### src/rtl/eth_tx_packer.sv
// Serializes 32-bit result words MSB-first into the transmit byte FIFO and commits one frame-info entry per frame.
// Optional zero-padding of short frames up to MIN_PAYLOAD is compiled in with `define ETH_TX_PAD_EN.
module eth_tx_packer #(
    parameter int   MIN_PAYLOAD = 46,
    parameter int   MAX_PAYLOAD = 1500,
    parameter logic SRC_SEL     = 1'b0
) (
    input  logic        clk,
    input  logic        reset,
    input  logic [31:0] wordIn,
    input  logic        wordValid,
    input  logic        wordLast,
    output logic        wordReady,
    output logic [7:0]  txFifoIn,
    output logic        txWrEn,
    input  logic        txFifoFull,
    output logic [11:0] tfFifoIn,
    output logic        tfWrEn,
    input  logic        tfFifoFull,
    output logic        busy,
    output logic [15:0] frameCnt
);

    localparam logic [10:0] MAX_CNT = 11'(MAX_PAYLOAD);

    generate
        if ((MAX_PAYLOAD % 4) != 0 || MAX_PAYLOAD > 2047 || MAX_PAYLOAD < 4)
            $error("eth_tx_packer: MAX_PAYLOAD must be a multiple of 4 in 4..2047");
        if (MIN_PAYLOAD < 0 || MIN_PAYLOAD > MAX_PAYLOAD)
            $error("eth_tx_packer: MIN_PAYLOAD must lie in 0..MAX_PAYLOAD");
    endgenerate

`ifdef ETH_TX_PAD_EN
    localparam logic [10:0] MIN_CNT = 11'(MIN_PAYLOAD);
    typedef enum logic [1:0] {S_IDLE, S_SER, S_PAD, S_COMMIT} state_t;
`else
    typedef enum logic [1:0] {S_IDLE, S_SER, S_COMMIT} state_t;
`endif

    state_t      r_state;
    logic [31:0] r_shift;
    logic        r_last;
    logic [1:0]  r_idx;
    logic [10:0] r_count;
    logic [15:0] r_frameCnt;
    logic        r_wordReady;
    logic        r_busy;

    logic        w_txWr;
    logic        w_tfWr;
    logic [10:0] w_cntInc;

    // Write strobes are gated by the full flags in the same cycle so nothing is ever written into a full FIFO.
    always_comb begin
        w_txWr   = 1'b0;
        w_tfWr   = 1'b0;
        w_cntInc = r_count + 11'd1;
        case (r_state)
            S_SER:    w_txWr = !txFifoFull;
`ifdef ETH_TX_PAD_EN
            S_PAD:    w_txWr = !txFifoFull;
`endif
            S_COMMIT: w_tfWr = !tfFifoFull;
            default:  ;
        endcase
    end

    assign txWrEn    = w_txWr;
    assign txFifoIn  = (r_state == S_SER) ? r_shift[31:24] : '0;
    assign tfWrEn    = w_tfWr;
    assign tfFifoIn  = (r_state == S_COMMIT) ? {SRC_SEL, r_count} : '0;
    assign wordReady = r_wordReady;
    assign busy      = r_busy;
    assign frameCnt  = r_frameCnt;

    always_ff @(posedge clk) begin
        if (reset) begin
            r_state     <= S_IDLE;
            r_shift     <= '0;
            r_last      <= 1'b0;
            r_idx       <= '0;
            r_count     <= '0;
            r_frameCnt  <= '0;
            r_wordReady <= 1'b1;
            r_busy      <= 1'b0;
        end else begin
            case (r_state)
                S_IDLE: begin
                    if (wordValid && r_wordReady) begin
                        r_shift     <= wordIn;
                        r_last      <= wordLast;
                        r_idx       <= '0;
                        r_state     <= S_SER;
                        r_wordReady <= 1'b0;
                        r_busy      <= 1'b1;
                    end
                end
                S_SER: begin
                    if (w_txWr) begin
                        r_shift <= {r_shift[23:0], 8'h00};
                        r_idx   <= r_idx + 2'd1;
                        r_count <= w_cntInc;
                        if (r_idx == 2'd3) begin
                            // Reaching MAX_CNT without last closes this frame; the next word opens a new one.
                            if (r_last || w_cntInc == MAX_CNT) begin
`ifdef ETH_TX_PAD_EN
                                if (w_cntInc < MIN_CNT)
                                    r_state <= S_PAD;
                                else
                                    r_state <= S_COMMIT;
`else
                                r_state <= S_COMMIT;
`endif
                            end else begin
                                r_state     <= S_IDLE;
                                r_wordReady <= 1'b1;
                                r_busy      <= 1'b0;
                            end
                        end
                    end
                end
`ifdef ETH_TX_PAD_EN
                S_PAD: begin
                    if (w_txWr) begin
                        r_count <= w_cntInc;
                        if (w_cntInc == MIN_CNT)
                            r_state <= S_COMMIT;
                    end
                end
`endif
                S_COMMIT: begin
                    if (w_tfWr) begin
                        r_count     <= '0;
                        r_frameCnt  <= r_frameCnt + 16'd1;
                        r_state     <= S_IDLE;
                        r_wordReady <= 1'b1;
                        r_busy      <= 1'b0;
                    end
                end
                default: begin
                    r_state     <= S_IDLE;
                    r_wordReady <= 1'b1;
                    r_busy      <= 1'b0;
                end
            endcase
        end
    end

endmodule

### config.mk
export PLATFORM = sky130hd
export DESIGN_NAME = eth_tx_packer
export DESIGN_NICKNAME = d
export VERILOG_FILES = /design/src/rtl/eth_tx_packer.sv
export SDC_FILE = /design/constraint.sdc
export NUM_CORES = 1
export LEC_CHECK = 0
export CAP_MARGIN = 30
export CORE_ASPECT_RATIO = 0.6
export CORE_UTILIZATION = 45
export CTS_BUF_LIST = sky130_fd_sc_hd__clkbuf_16
export DETAILED_ROUTE_END_ITERATION = 7
export GPL_TIMING_DRIVEN = 0
export PLACE_DENSITY = 0.74
export SYNTH_ARGS = -nofsm -noshare
export SYNTH_HDL_FRONTEND = slang
export SYNTH_SLANG_ARGS = --single-unit
export TNS_END_PERCENT = 1
### constraint.sdc
create_clock -name clk -period 2.3 [get_ports clk]
set_clock_uncertainty 0.15 [all_clocks]
set_input_delay 0.23 -clock clk [delete_from_list [all_inputs] [get_ports clk]]
set_output_delay 0.23 -clock clk [all_outputs]
set_load 0.005 [all_outputs]
After elaboration in Yosys (flattened, before gate mapping)
Cells that the tools add are included.

word-level totals
  register bits after elaboration = 66
  bits of input ports = 38
  output and inout bits = 40
  logic and storage cells = 64

cells by class
  $add $sub $neg = 3
  equality and inequality tests = 9
  mux-type cells = 31
  reductions and logical operators = 13

operators with widths
  kind                                           number
  2-to-1 mux 32 bit                              2
  case mux 32 bit (2 select lines)               1
  2-to-1 mux 11 bit                              3
  case mux 11 bit (2 select lines)               1
  adder 16 x 1 -> 16 bit, second input constant  1
  2-to-1 mux 2 bit                               7
  2-to-1 mux 1 bit                               12
  adder 11 x 1 -> 11 bit, second input constant  1
  == test 11 bit, second input constant          1
  2-to-1 mux 8 bit                               1
  inequality test 2 bit, second input constant   4
  case mux 1 bit (3 select lines)                2
  case mux 2 bit (3 select lines)                1
  AND reduction 3 bit                            2
  AND reduction 5 bit                            1
  == test 2 bit, second input constant           2
  case mux 2 bit (2 select lines)                1
  AND reduction 2 bit                            2
  AND reduction 4 bit                            1
  nonzero test 2 bit                             2
  adder 2 x 1 -> 2 bit, second input constant    1
  == test 2 x 1 -> 1 bit, second input constant  1
  zero test 1 bit                                2
  zero test 2 bit                                1
  3 further kinds                                3

Depth between registers and ports, before layout
  depth after elaboration = 7
  mapped depth = 8
  gate-level depth less buffers = 6

Worst setup path after synthesis
OpenSTA, ideal clock, no wires.

  path type = register to register
  start = register r_count[0]
  end = register r_wordReady, in the netlist wordReady
  setup time = 120 ps
  arrival time = 1635 ps
  data required time = 2030 ps
  path slack = 396 ps
  stages on the path, launching flop included = 7
  buffers on the path = 0
  clock period less this slack = 1904 ps
  cells stage by stage = dfxtp_1 > ha_1 > or4bb_1 > o31ai_1 > a32o_1 > nand3_1 > a211o_1

between the ends
  word-level cells in the longest chain between the ends = 5

ends and longest elaborated chain
  item                                    line  RTL
  from (decl)                             44    logic [10:0] r_count;
  from (signal assigned)                  102   r_count <= w_cntInc;
  adder 11 x 1 -> 11 bit                  57    w_cntInc = r_count + 11'd1;
  == test 11 bit                          105   if (r_last || w_cntInc == MAX_CNT) begin
  logical OR 1 bit                        105
  inequality test 2 bit (no source line)  --
  AND reduction 5 bit (no source line)    --
  to (signal assigned)                    94    r_wordReady <= 1'b0;
  to (signal assigned)                    116   r_wordReady <= 1'b1;
  to (signal assigned)                    136   r_wordReady <= 1'b1;
  to (decl)                               46    logic r_wordReady;

Every way passes these cells.
A chain may end at the register's enable or synchronous reset.

Worst setup path in the final report
  start = register r_state[0]
  end = output port txWrEn

between the ends
  word-level cells in the longest chain between the ends = 2

ends and longest elaborated chain
  item                    line  RTL
  from (decl)             40    state_t r_state;
  from (signal assigned)  78    r_state <= S_IDLE;
  from (signal assigned)  93    r_state <= S_SER;
  from (signal assigned)  112   r_state <= S_COMMIT;
  == test 2 x 1 -> 1 bit  58    case (r_state)
  2-to-1 mux 1 bit        58
  to (decl)               15    output logic txWrEn,

Every way passes these cells.

==> run metrics <==
Slew Viols, Final=0; worst reg-to-reg path cell count=7; I/O pin total=78; Clock Power Share=46.1%; relative slew slack=59.4%; pre-CTS WS=0.0771 ns; Post-synth EDFFs=0; setup TNS=0 ns; clk sinks=66; clk slew on worst S/H paths=0.05 ns; maximum vdd drop=0.423 mV; initial detailed-routing violation count=269; Leakage=0.00156 µW; synthesized flop and latch total=66; Power Dens Cells=723 nW/µm²; actual slew at the worst max-slew pin=0.609 ns; unrepaired setup endpoints after global routing=yes; syn_area_per_cell=8.01 µm²; layout cells sized above 1=8.19%; status=finished clean; Syn Nets=426; Switching Fraction=24.6%; Sequential Power Share=40.9%; die height=66.1 µm; overall die area=7200 µm²; cts repair resizes=9; Hold Fails Final Rpt=0; RD Place Congestion=0.873; most common cell after layout, fill and taps aside=clkdlybuf4s50_1; Clock Tree Buf Depth=2; final setup margin=0.0387 ns; first-pass GRT wire length=13,600 µm; area added between synthesis and finish=39.0%; Final nets=512; Mapped Cells=385; final worst-path cycle share=98.3%; CP endpoint kind=primary output; row count=22; largest net degree at the start of global routing=12; Top FF cell, synth=dfxtp_1; switching pwr=761 µW; fin crit period=2.26 ns; # Post-CTS Setup Buffers=0; Synth cell types=45; Hold Crit Depth=2; async set or reset register ratio after synthesis=0%; post-route ant nets=0; Seq/Total Area, Yosys=42.8%; CP Max Fanout=10; Yosys Warn Count=0; Placeable Area=6360 µm²; n_diodes=0; Final setup viols=0; cell area after synthesis=3080 µm²; Wirelength per Cell=15.6 µm; GRT Resource Usage Total=25.4%; H-Tree Depth=3; dpl hpwl=6260 µm; number of iterations in the first detailed-routing pass=5; total CTS buffers=9; DRC=0; port bufs=75; via count=3,120; vias in the first global route=2,714; worst hold path type=in -> reg; clk_lat worst skew=0.33 ns; Initial Util=48.5%; wirelength, routed=8720 µm; CTS tree=built; maxcap violations=0; most frequent cells in the layout=75 x clkdlybuf4s50_1, 64 x dfxtp_1, 62 x nor2_1, 61 x nand2_1, 29 x a311oi_1; Root Buffer=clkbuf_16; Avg Vias per Cell=5.57; Max Clock Freq=442 MHz; overall power=3100 µW; antenna violations before repair=0; Int Pwr=2340 µW; hold buffers post-CTS=0; Critical Path RT=1.92 ns; combinational share of power=13.1%; Chip Width=109 µm; nature of the critical path startpoint=flop; grt ovf=0; crit path DAT=1.88 ns; CP Class=reg -> out
-- through the flow --
step	util, %	hold slack, ns	cell area [µm²]	std cells
after global routing	67.4	0.241	4290	560
after detailed placement	62.0	0.322	3940	544
after floorplan	-	0.216	3080	385
after CTS	67.2	0.192	4270	560
after global placement	62.0	0.292	3940	544
final	67.4	0.210	4290	560
-- cell type report --
class                           count  area (µm²)
Multi-Input combinational cell    282        1620
Timing Repair Buffer               75         751
Tap cell                           84         105
Clock inverter                      7        85.1
Sequential cell                    66        1330
Clock buffer                        9         225
Inverter                            7        26.3
Fill cell                         569        2070
Buffer                             30         153
-- sequential cells by signal (all words and copies together), names as in the netlist --
name / cells
r_last: 1
r_state: 2
r_idx: 2
r_count: 11
busy: 1
r_shift: 32
frameCnt: 16
wordReady: 1
-- path summary, 6_finish.rpt --
check	to	from	slack, ns
max	txWrEn	r_state[0]	0.04
min	frameCnt[11]	reset	0.21
max reg2reg	wordReady	r_count[0]	0.16
min reg2reg	r_idx[1]	r_idx[1]	0.33
-- worst max-delay path, cell delays in order, from the launching register on --
cell and delay, ns:
dfxtp_4 0.39, nor2b_2 0.17, buf_6 0.14, nand2_2 0.10, inv_2 0.10, buf_6 0.14
clkdlybuf4s50_1 0.50
-- cell usage after synthesis (all sizes together) (4+ instances only) --
cell | count | area (µm²)
a22oi | 10 | 75.1
o21ai | 12 | 63.8
nor2 | 63 | 239
or3 | 6 | 37.5
a311oi | 29 | 254
inv | 7 | 26.3
xor2 | 6 | 52.6
xnor2 | 6 | 52.6
a21oi | 14 | 70.1
nand4 | 6 | 43.8
nand3 | 8 | 40.0
dfxtp | 66 | 1320
nor3 | 6 | 30.0
buf | 13 | 68.8
and2 | 21 | 131
nor2b | 4 | 25.0
clkbuf | 17 | 63.8
nand2 | 62 | 235
-- metal layers --
| layer | vias to the layer above | wire length (µm) | track usage (%) |
|---|---|---|---|
| met2 | 144 | 3720 | 36.6 |
| met4 | 0 | 64 | 6.59 |
| li1 | 1526 | - | - |
| met5 | - | 0 | 0 |
| met1 | 1440 | 4150 | 36.8 |
| met3 | 10 | 779 | 7.09 |
-- power by group through the flow --
stage,registers (µW),logic [µW],clock network (µW)
floorplan,1270,233,0
finish,1270,405,1430
global route,1270,446,1490
detailed placement,1290,388,0
CTS,1270,398,1430
global placement,1280,382,0
-- kinds of logic (layout without fill, tap and decap cells) --
family | Yosys count | count (layout) | share of synthesized area, %
xor+xnor | 12 | 12 | 3.41
mux | 1 | 1 | 0.325
compound gates | 76 | 76 | 18.0
buf+inv | 37 | 128 | 5.15
fa+ha+maj | 3 | 3 | 1.22
flops | 66 | 66 | 42.8
other cells | 1 | 1 | 0.122
simple gates | 189 | 189 | 28.9
(Power assumes the default switching activity.)
